$ cat src/rtl/ql_episode_ctrl_pkg.sv
// Shared widths and FSM encoding for the Q-learning episode controller.
package ql_episode_ctrl_pkg;

    localparam int unsigned COUNTER_WIDTH = 8;
    localparam int unsigned STATES_WIDTH  = 4;
    localparam int unsigned ACTIONS_WIDTH = 2;
    localparam int unsigned LFSR_WIDTH    = 16;

    typedef enum logic [2:0] {
        StIdle,
        StIssue,
        StWait,
        StAdvance,
        StFinish
    } state_e;

endpackage

$ cat src/rtl/ql_lfsr_action.sv
// Free-running 16-bit Fibonacci LFSR with modulo reduction to a random action index.
module ql_lfsr_action
    import ql_episode_ctrl_pkg::*;
#(
    parameter int unsigned            NUM_ACTIONS = 3,
    parameter logic [LFSR_WIDTH-1:0]  LFSR_SEED   = 16'hACE1
) (
    input  logic                     clk,
    input  logic                     rst_n,
    input  logic                     re_random,
    output logic [ACTIONS_WIDTH-1:0] at_random
);

    logic [LFSR_WIDTH-1:0]    lfsr_q;
    logic                     init_q;
    logic                     feedback;
    logic [ACTIONS_WIDTH-1:0] raw;
    logic [ACTIONS_WIDTH-1:0] reduced;

    always_comb begin
        feedback = lfsr_q[15] ^ lfsr_q[13] ^ lfsr_q[12] ^ lfsr_q[10];
        raw      = lfsr_q[ACTIONS_WIDTH-1:0];
        // A single subtraction suffices because the raw range is below 2*NUM_ACTIONS.
        reduced  = (raw < ACTIONS_WIDTH'(NUM_ACTIONS)) ? raw : raw - ACTIONS_WIDTH'(NUM_ACTIONS);
    end

    always_ff @(posedge clk or negedge rst_n) begin
        if (!rst_n) begin
            lfsr_q    <= LFSR_SEED;
            init_q    <= 1'b1;
            at_random <= '0;
        end else begin
            lfsr_q <= {lfsr_q[LFSR_WIDTH-2:0], feedback};
            init_q <= 1'b0;
            // init_q takes one sample on the first cycle out of reset.
            if (init_q || re_random) begin
                at_random <= reduced;
            end
        end
    end

endmodule

$ cat src/rtl/ql_episode_ctrl.sv
// Sequences training episodes/steps for the Q-learning datapath and supplies random actions.
module ql_episode_ctrl
    import ql_episode_ctrl_pkg::*;
#(
    parameter int unsigned           MAX_EPISODES = 16,
    parameter int unsigned           MAX_STEPS    = 8,
    parameter int unsigned           NUM_STATES   = 16,
    parameter int unsigned           NUM_ACTIONS  = 3,
    parameter logic [LFSR_WIDTH-1:0] LFSR_SEED    = 16'hACE1
) (
    input  logic                     clk,
    input  logic                     rst_n,
    input  logic                     i_start,
    input  logic                     i_dtp_valid,
    input  logic                     i_re_random,
    output logic                     o_valid,
    output logic                     o_write_file_en,
    output logic [COUNTER_WIDTH-1:0] o_count,
    output logic [COUNTER_WIDTH-1:0] o_step,
    output logic [STATES_WIDTH-1:0]  o_first_st,
    output logic [ACTIONS_WIDTH-1:0] o_at_random,
    output logic                     o_busy,
    output logic                     o_done
);

    localparam logic [COUNTER_WIDTH-1:0] LastEp    = COUNTER_WIDTH'(MAX_EPISODES - 1);
    localparam logic [COUNTER_WIDTH-1:0] LastStep  = COUNTER_WIDTH'(MAX_STEPS - 1);
    localparam logic [STATES_WIDTH-1:0]  LastState = STATES_WIDTH'(NUM_STATES - 1);

    state_e                   state_q;
    logic                     valid_q;
    logic                     wfe_q;
    logic                     busy_q;
    logic                     done_q;
    logic [COUNTER_WIDTH-1:0] count_q;
    logic [COUNTER_WIDTH-1:0] step_q;
    logic [STATES_WIDTH-1:0]  first_q;

    // Registered outputs are set on the transition into the state they belong to.
    always_ff @(posedge clk or negedge rst_n) begin
        if (!rst_n) begin
            state_q <= StIdle;
            valid_q <= 1'b0;
            wfe_q   <= 1'b0;
            busy_q  <= 1'b0;
            done_q  <= 1'b0;
            count_q <= '0;
            step_q  <= '0;
            first_q <= '0;
        end else begin
            valid_q <= 1'b0;
            wfe_q   <= 1'b0;
            done_q  <= 1'b0;
            unique case (state_q)
                StIdle: begin
                    if (i_start) begin
                        state_q <= StIssue;
                        valid_q <= 1'b1;
                        wfe_q   <= (LastEp == '0) && (LastStep == '0);
                        busy_q  <= 1'b1;
                        count_q <= '0;
                        step_q  <= '0;
                        first_q <= '0;
                    end
                end
                StIssue: state_q <= StWait;
                StWait: begin
                    if (i_dtp_valid) begin
                        state_q <= StAdvance;
                    end
                end
                StAdvance: begin
                    if (step_q < LastStep) begin
                        state_q <= StIssue;
                        valid_q <= 1'b1;
                        wfe_q   <= (count_q == LastEp) && (step_q + 1'b1 == LastStep);
                        step_q  <= step_q + 1'b1;
                    end else if (count_q < LastEp) begin
                        state_q <= StIssue;
                        valid_q <= 1'b1;
                        wfe_q   <= (count_q + 1'b1 == LastEp) && (LastStep == '0);
                        step_q  <= '0;
                        count_q <= count_q + 1'b1;
                        first_q <= (first_q == LastState) ? '0 : first_q + 1'b1;
                    end else begin
                        state_q <= StFinish;
                        done_q  <= 1'b1;
                    end
                end
                StFinish: begin
                    state_q <= StIdle;
                    busy_q  <= 1'b0;
                end
                default: state_q <= StIdle;
            endcase
        end
    end

    assign o_valid         = valid_q;
    assign o_write_file_en = wfe_q;
    assign o_busy          = busy_q;
    assign o_done          = done_q;
    assign o_count         = count_q;
    assign o_step          = step_q;
    assign o_first_st      = first_q;

    ql_lfsr_action #(
        .NUM_ACTIONS (NUM_ACTIONS),
        .LFSR_SEED   (LFSR_SEED)
    ) u_lfsr_action (
        .clk       (clk),
        .rst_n     (rst_n),
        .re_random (i_re_random),
        .at_random (o_at_random)
    );

endmodule

$ cat config.mk
export PLATFORM = sky130hd
export DESIGN_NAME = ql_episode_ctrl
export DESIGN_NICKNAME = d
export VERILOG_FILES = /design/src/rtl/ql_episode_ctrl_pkg.sv /design/src/rtl/ql_lfsr_action.sv /design/src/rtl/ql_episode_ctrl.sv
export SDC_FILE = /design/constraint.sdc
export NUM_CORES = 1
export LEC_CHECK = 0
export BUFFER_PORTS_ARGS = -buffer_cell sky130_fd_sc_hd__buf_2
export CAP_MARGIN = 0
export CORE_MARGIN = 2
export CORE_UTILIZATION = 40
export CTS_CLUSTER_DIAMETER = 50
export DETAILED_ROUTE_END_ITERATION = 12
export HOLD_SLACK_MARGIN = 0.1
export PLACE_DENSITY_LB_ADDON = 0.12
export SLEW_MARGIN = 5
export SYNTH_ARGS = -nofsm -noshare
export SYNTH_HDL_FRONTEND = slang
export SYNTH_SLANG_ARGS = --single-unit
$ cat constraint.sdc
create_clock -name clk -period 4.7 [get_ports clk]
set_clock_uncertainty 0.05 [all_clocks]
set_input_delay 0.94 -clock clk [delete_from_list [all_inputs] [get_ports clk]]
set_output_delay 0.94 -clock clk [all_outputs]
set_load 0.01 [all_outputs]
After elaboration in Yosys (flattened, before gate mapping)
Cells that the tools add are included.
{"block": "word_totals", "register_bits": 46, "output_inout_bits": 26, "wordCells": 71}
{"block": "op_classes", "n_addsub": 4, "magnitude_cmp": 3, "n_eq_ne": 12, "n_mux": 29, "bitwise": 3, "n_reduce_logical": 9}
{"cell": "8-bit two-way mux", "n": 5}
{"cell": "8-bit one-hot mux with 2 select lines", "n": 2}
{"cell": "8-bit by 1-bit adder with 8-bit output, second input constant", "n": 2}
{"cell": "4-bit two-way mux", "n": 4}
{"cell": "3-bit two-way mux", "n": 4}
{"cell": "3-bit one-hot mux with 4 select lines", "n": 1}
{"cell": "1-bit two-way mux", "n": 9}
{"cell": "8-bit by 3-bit == test with 1-bit output, second input constant", "n": 1}
{"cell": "8-bit by 4-bit == test with 1-bit output, second input constant", "n": 1}
{"cell": "8-bit by 3-bit less-than comparator with 1-bit output, second input constant", "n": 1}
{"cell": "8-bit by 4-bit less-than comparator with 1-bit output, second input constant", "n": 1}
{"cell": "2-bit != test, second input constant", "n": 4}
{"cell": "4-bit one-hot mux with 2 select lines", "n": 1}
{"cell": "3-bit by 2-bit == test with 1-bit output, second input constant", "n": 2}
{"cell": "4-bit by 1-bit adder with 4-bit output, second input constant", "n": 1}
{"cell": "4-bit == test, second input constant", "n": 1}
{"cell": "1-bit one-hot mux with 2 select lines", "n": 2}
{"cell": "2-bit AND reduction", "n": 2}
{"cell": "4-bit AND reduction", "n": 1}
{"cell": "2-bit nonzero test", "n": 2}
{"cell": "3-bit by 1-bit == test with 1-bit output, second input constant", "n": 1}
{"cell": "3-bit == test, second input constant", "n": 1}
{"cell": "3-bit zero test", "n": 1}
{"cell": "3-bit != test, second input constant", "n": 1}
{"cell": "other kinds (7)", "n": 9}

Depth between registers and ports, before layout
{"block": "depth", "depth_word": 5, "ltp_mapped": 8, "mapped_depth_nobuf": 6}

By module
Synthesis repeated with hierarchy kept, for this count alone.
{"block": "unflattened", "cells_unflattened": 148, "hier_area_um2": 1914.3}
{"mod": "ql_episode_ctrl", "n_inst": 1, "cells_per_inst": 120, "area_per_inst_um2": 1356.3, "seq_area_each_um2": 675.6}
{"mod": "ql_lfsr_action", "n_inst": 1, "cells_per_inst": 28, "area_per_inst_um2": 558.0, "seq_area_each_um2": 486.7}

Least setup slack after synthesis
Ideal clock, no wire load.
{"block": "synth_timing", "path_kind": "input port to flip-flop", "startpoint": "input port i_start", "endpoint": "register first_q[2] (netlist: o_first_st[2])", "setup_time_ns": 0.118, "t_arrival_ns": 1.844, "setup_slack_ns": 2.688, "cell_stages": 6, "path_buffers": 1, "path_cell_list": "nor4b_4 a31oi_2 a21oi_2 buf_6 o21ai_0 a21o_1"}
{"block": "synth_via", "elab_chain_len": 2}
{"element": "start: declaration", "line": "ql_episode_ctrl.sv:13", "text": "input logic i_start,"}
{"element": "2-bit != test (no line)"}
{"element": "4-bit AND reduction (no line)"}
{"element": "end signal: assignment", "line": "ql_episode_ctrl.sv:84", "text": "first_q <= (first_q == LastState) ? '0 : first_q + 1'b1;"}
{"element": "end: declaration", "line": "ql_episode_ctrl.sv:37", "text": "logic [STATES_WIDTH-1:0] first_q;"}
Every way passes these cells.
A chain may end at the register's enable or synchronous reset.

Worst setup path after layout
Same ends and word-level chain as after synthesis.

==> results_dict.tcl <==
set metrics [dict create \
    outcome "finished, final reports clean" \
    tightest_slew_ps 981.3 \
    design.die.area_sq_mm 0.005176 \
    port_buffers 30 \
    synthArstFlopShare_pct 100.0 \
    dominantRegCellSynth "sky130_fd_sc_hd__dfrtp_1" \
    synth_sequential_area_ratio_pct 62.94 \
    placement_rows 24 \
    cts_tree "done" \
    power_frac_clock_pct 30.5 \
    vdd_ir_drop_max_mv 0.2316 \
    clock-root-buffer "sky130_fd_sc_hd__clkbuf_8" \
    yosys_warnings 0 \
    ant_nets 0 \
    worstHoldPathType "reg2reg" \
    grt_start_max_net_pins 47 \
    share_seq_of_total_power_pct 49.0 \
    initial_antenna_violation_count 0 \
    grt_pass1_vias 1179 \
    maxcap_viol_count 0 \
    cp_data_required_time_ps 4840 \
    clock_insertion_delay_worst_skew_ps 290 \
    clock_path_buffers 2 \
    floorplan.io_pins 31 \
    synthToLayoutAreaGrowth_pct 15.72 \
    power_density_mw_per_mm2 446.0 \
    routed-via-count 1117 \
    overflow 0 \
    critPathCaptureType "flip-flop" \
    worst_setup_path_start_kind "input pin" \
    rsz0062_at_grt "no" \
    final_common_cell "sky130_fd_sc_hd__dfrtp_1" \
    layout_worst_path_cycle_share_pct 46.88 \
    leakagePower_nw 1.113 \
    comb_power_share_pct 20.5 \
    hold_buffers 0 \
    cts.sinks 46 \
    drt_wl_total_mm 3.140 \
    final_layout_size_suffix_gt1_share_pct 33.90 \
    place.detailed.hpwl_mm 2.168 \
    final.setup.tns_ps 0 \
    mappedNetlistArea_sq_mm 0.001847 \
    critical_path_class "in2reg" \
    grt.total_usage_pct 13.87 \
    nNetsFinal 185 \
    post_synthesis_net_count 152 \
    clk_pin_slew_ps 80 \
    initial_util_pct 41.84 \
    post_synth_num_cell_types 40 \
    post_synth_inst_count 143 \
    critical_path.max_stage_delay_ps 430 \
    h_tree_depth 2 \
    firstDrtPassIters 4 \
    timing.final.setup_violations 0 \
    synthesis.area_per_instance_sq_um 12.91 \
    worst_path_max_delay_cell "sky130_fd_sc_hd__a21oi_2" \
    synth_edf_count 0 \
    critical_path.cell_chain "buf_2 -> nor4b_4 -> a31oi_2 -> a21oi_2 -> o21ai_0 -> a21o_1" \
    synth_seq_cells 46 \
    cts_inserted_buffers 5 \
    cts.repair_timing.setup_buffer_count 0 \
    max_slew_margin_pct 34.58 \
    critical_path.max_fanout 11 \
    worst_ep_arrival_time_ps 2340 \
    hold_viol 0 \
    routability_congestion 0.7040 \
    wire_per_inst_um 13.71 \
    cts.repair.resized 0 \
    power.share.switching_pct 31.03 \
    detailed_route_vias_per_instance 4.878 \
    die_w_um 71.95 \
    die_h_um 71.95 \
    power.switching_mw 0.2957 \
    antenna-diode-count 0 \
    final_core_utilization_pct 48.41 \
    first_pass_grt_wire_length_mm 5.526 \
    p_int_mw 0.6574 \
    drc 0 \
    finalCriticalPeriod_ps 2203 \
    detailedRoute.firstIterationViolations 62 \
    leading_cell_types_in_the_layout_fill_and_taps_excluded "sky130_fd_sc_hd__dfrtp_1 (37), sky130_fd_sc_hd__buf_2 (30), sky130_fd_sc_hd__dfstp_2 (9)" \
    finalMaxSlewViolations 0 \
    max_fclk_ghz 0.4538 \
    floorplan.core_area_sq_mm 0.004414 \
]
[power by group through the flow]
stage | Sequential [mW] | Clock, mW | Combinational [mW]
floorplan | 0.460 | 0 | 0.181
global placement | 0.472 | 0 | 0.190
detailed placement | 0.474 | 0 | 0.199
CTS | 0.467 | 0.305 | 0.199
global route | 0.475 | 0.320 | 0.225
finish | 0.467 | 0.291 | 0.195
[worst max-delay path, delay by kind of cell]
| kind | cells | cell delay, ps |
|---|---|---|
| AOI/OAI and AO/OA | 4 | 880 |
| buffers and inverters | 1 | 100 |
| and+or+nand+nor | 1 | 420 |
[flip-flops by register name (all words and copies together) (netlist names)]
name,flops
o_busy,1
o_count,8
o_done,1
o_first_st,4
o_step,8
o_valid,1
o_write_file_en,1
state_q,3
u_lfsr_action.at_random,2
u_lfsr_action.init_q,1
u_lfsr_action.lfsr_q,16
[final timing paths]
| kind | startpoint | end | slack (ps) | depth (start not counted) |
|---|---|---|---|---|
| worst min register to register | u_lfsr_action.lfsr_q[2] | u_lfsr_action.lfsr_q[3] | 300 | 0 |
| min in group asynchronous | rst_n | o_step[1] | 760 | 1 |
| worst max-delay path | i_start | o_first_st[2] | 2500 | 6 |
| max in group asynchronous | rst_n | o_first_st[2] | 3250 | 1 |
| worst min-delay path | u_lfsr_action.lfsr_q[2] | u_lfsr_action.lfsr_q[3] | 300 | 0 |
| worst max register to register | state_q[0] | o_first_st[2] | 2670 | 5 |
[layout make-up]
type                            count  area (sq um)
Clock buffer                        5         68.82
Clock inverter                      3         43.79
Fill cell                         401          2277
Inverter                            7         26.28
Multi-Input combinational cell     86         620.6
Sequential cell                    46          1162
Tap cell                           52         65.06
Timing Repair Buffer               30         150.1
[layer usage]
metal / vias up / GRT usage (%) / wire length, um
li1: 554 / - / -
met1: 532 / 19.61 / 1575
met2: 24 / 20.27 / 1336
met3: 7 / 3.472 / 157
met4: 0 / 6.499 / 71
met5: - / 0 / 0
[synth_stat cells (2+ instances only)]
library cell                number  area share, %
sky130_fd_sc_hd__nor2_1          7            1.4
sky130_fd_sc_hd__buf_4           2           0.81
sky130_fd_sc_hd__nand2b_1        2           0.68
sky130_fd_sc_hd__dfrtp_1        37             50
sky130_fd_sc_hd__mux2i_1         3            1.6
sky130_fd_sc_hd__and2b_2         4            1.9
sky130_fd_sc_hd__inv_1           7            1.4
sky130_fd_sc_hd__nor3_1          2           0.54
sky130_fd_sc_hd__nand2_1         8            1.6
sky130_fd_sc_hd__ha_1            4            2.7
sky130_fd_sc_hd__xnor2_1         5            2.4
sky130_fd_sc_hd__buf_6           2            1.2
sky130_fd_sc_hd__and3_1          4            1.4
sky130_fd_sc_hd__a21o_1          2           0.81
sky130_fd_sc_hd__o2bb2ai_1       2           0.95
sky130_fd_sc_hd__nor3b_1         3            1.2
sky130_fd_sc_hd__nand3_1         8            2.2
sky130_fd_sc_hd__dfstp_2         9             13
sky130_fd_sc_hd__a21oi_1         4            1.1
sky130_fd_sc_hd__o21ai_0         8            2.2
[through the flow]
step | area [sq um] | cells | setup WS (ps) | hold WS, ps | power [mW]
4_1_cts | 2137 | 229 | 2513 | 307.4 | 0.9703
3_5_place_dp | 2024 | 221 | 2191 | 286.2 | 0.6726
5_1_grt | 2137 | 229 | 2363 | 312.7 | 1.020
6_report | 2137 | 229 | 2497 | 303.0 | 0.9531
3_3_place_gp | 2024 | 221 | 2297 | 284.9 | 0.6615
2_1_floorplan | 1847 | 143 | 2688 | 281.2 | 0.6410
[cell families after synthesis]
| group | count (synthesis) | synth area share (%) |
|---|---|---|
| AO/OA/AOI/OAI | 22 | 8.063 |
| other | 1 | 0.2031 |
| buffers and inverters | 11 | 3.455 |
| adder cells (fa/ha/maj) | 4 | 2.710 |
| XOR/XNOR | 6 | 2.846 |
| flip-flops | 46 | 62.94 |
| AND/OR/NAND/NOR | 50 | 18.16 |
| multiplexers | 3 | 1.626 |
Note: power is estimated with default switching activity, not from simulation.
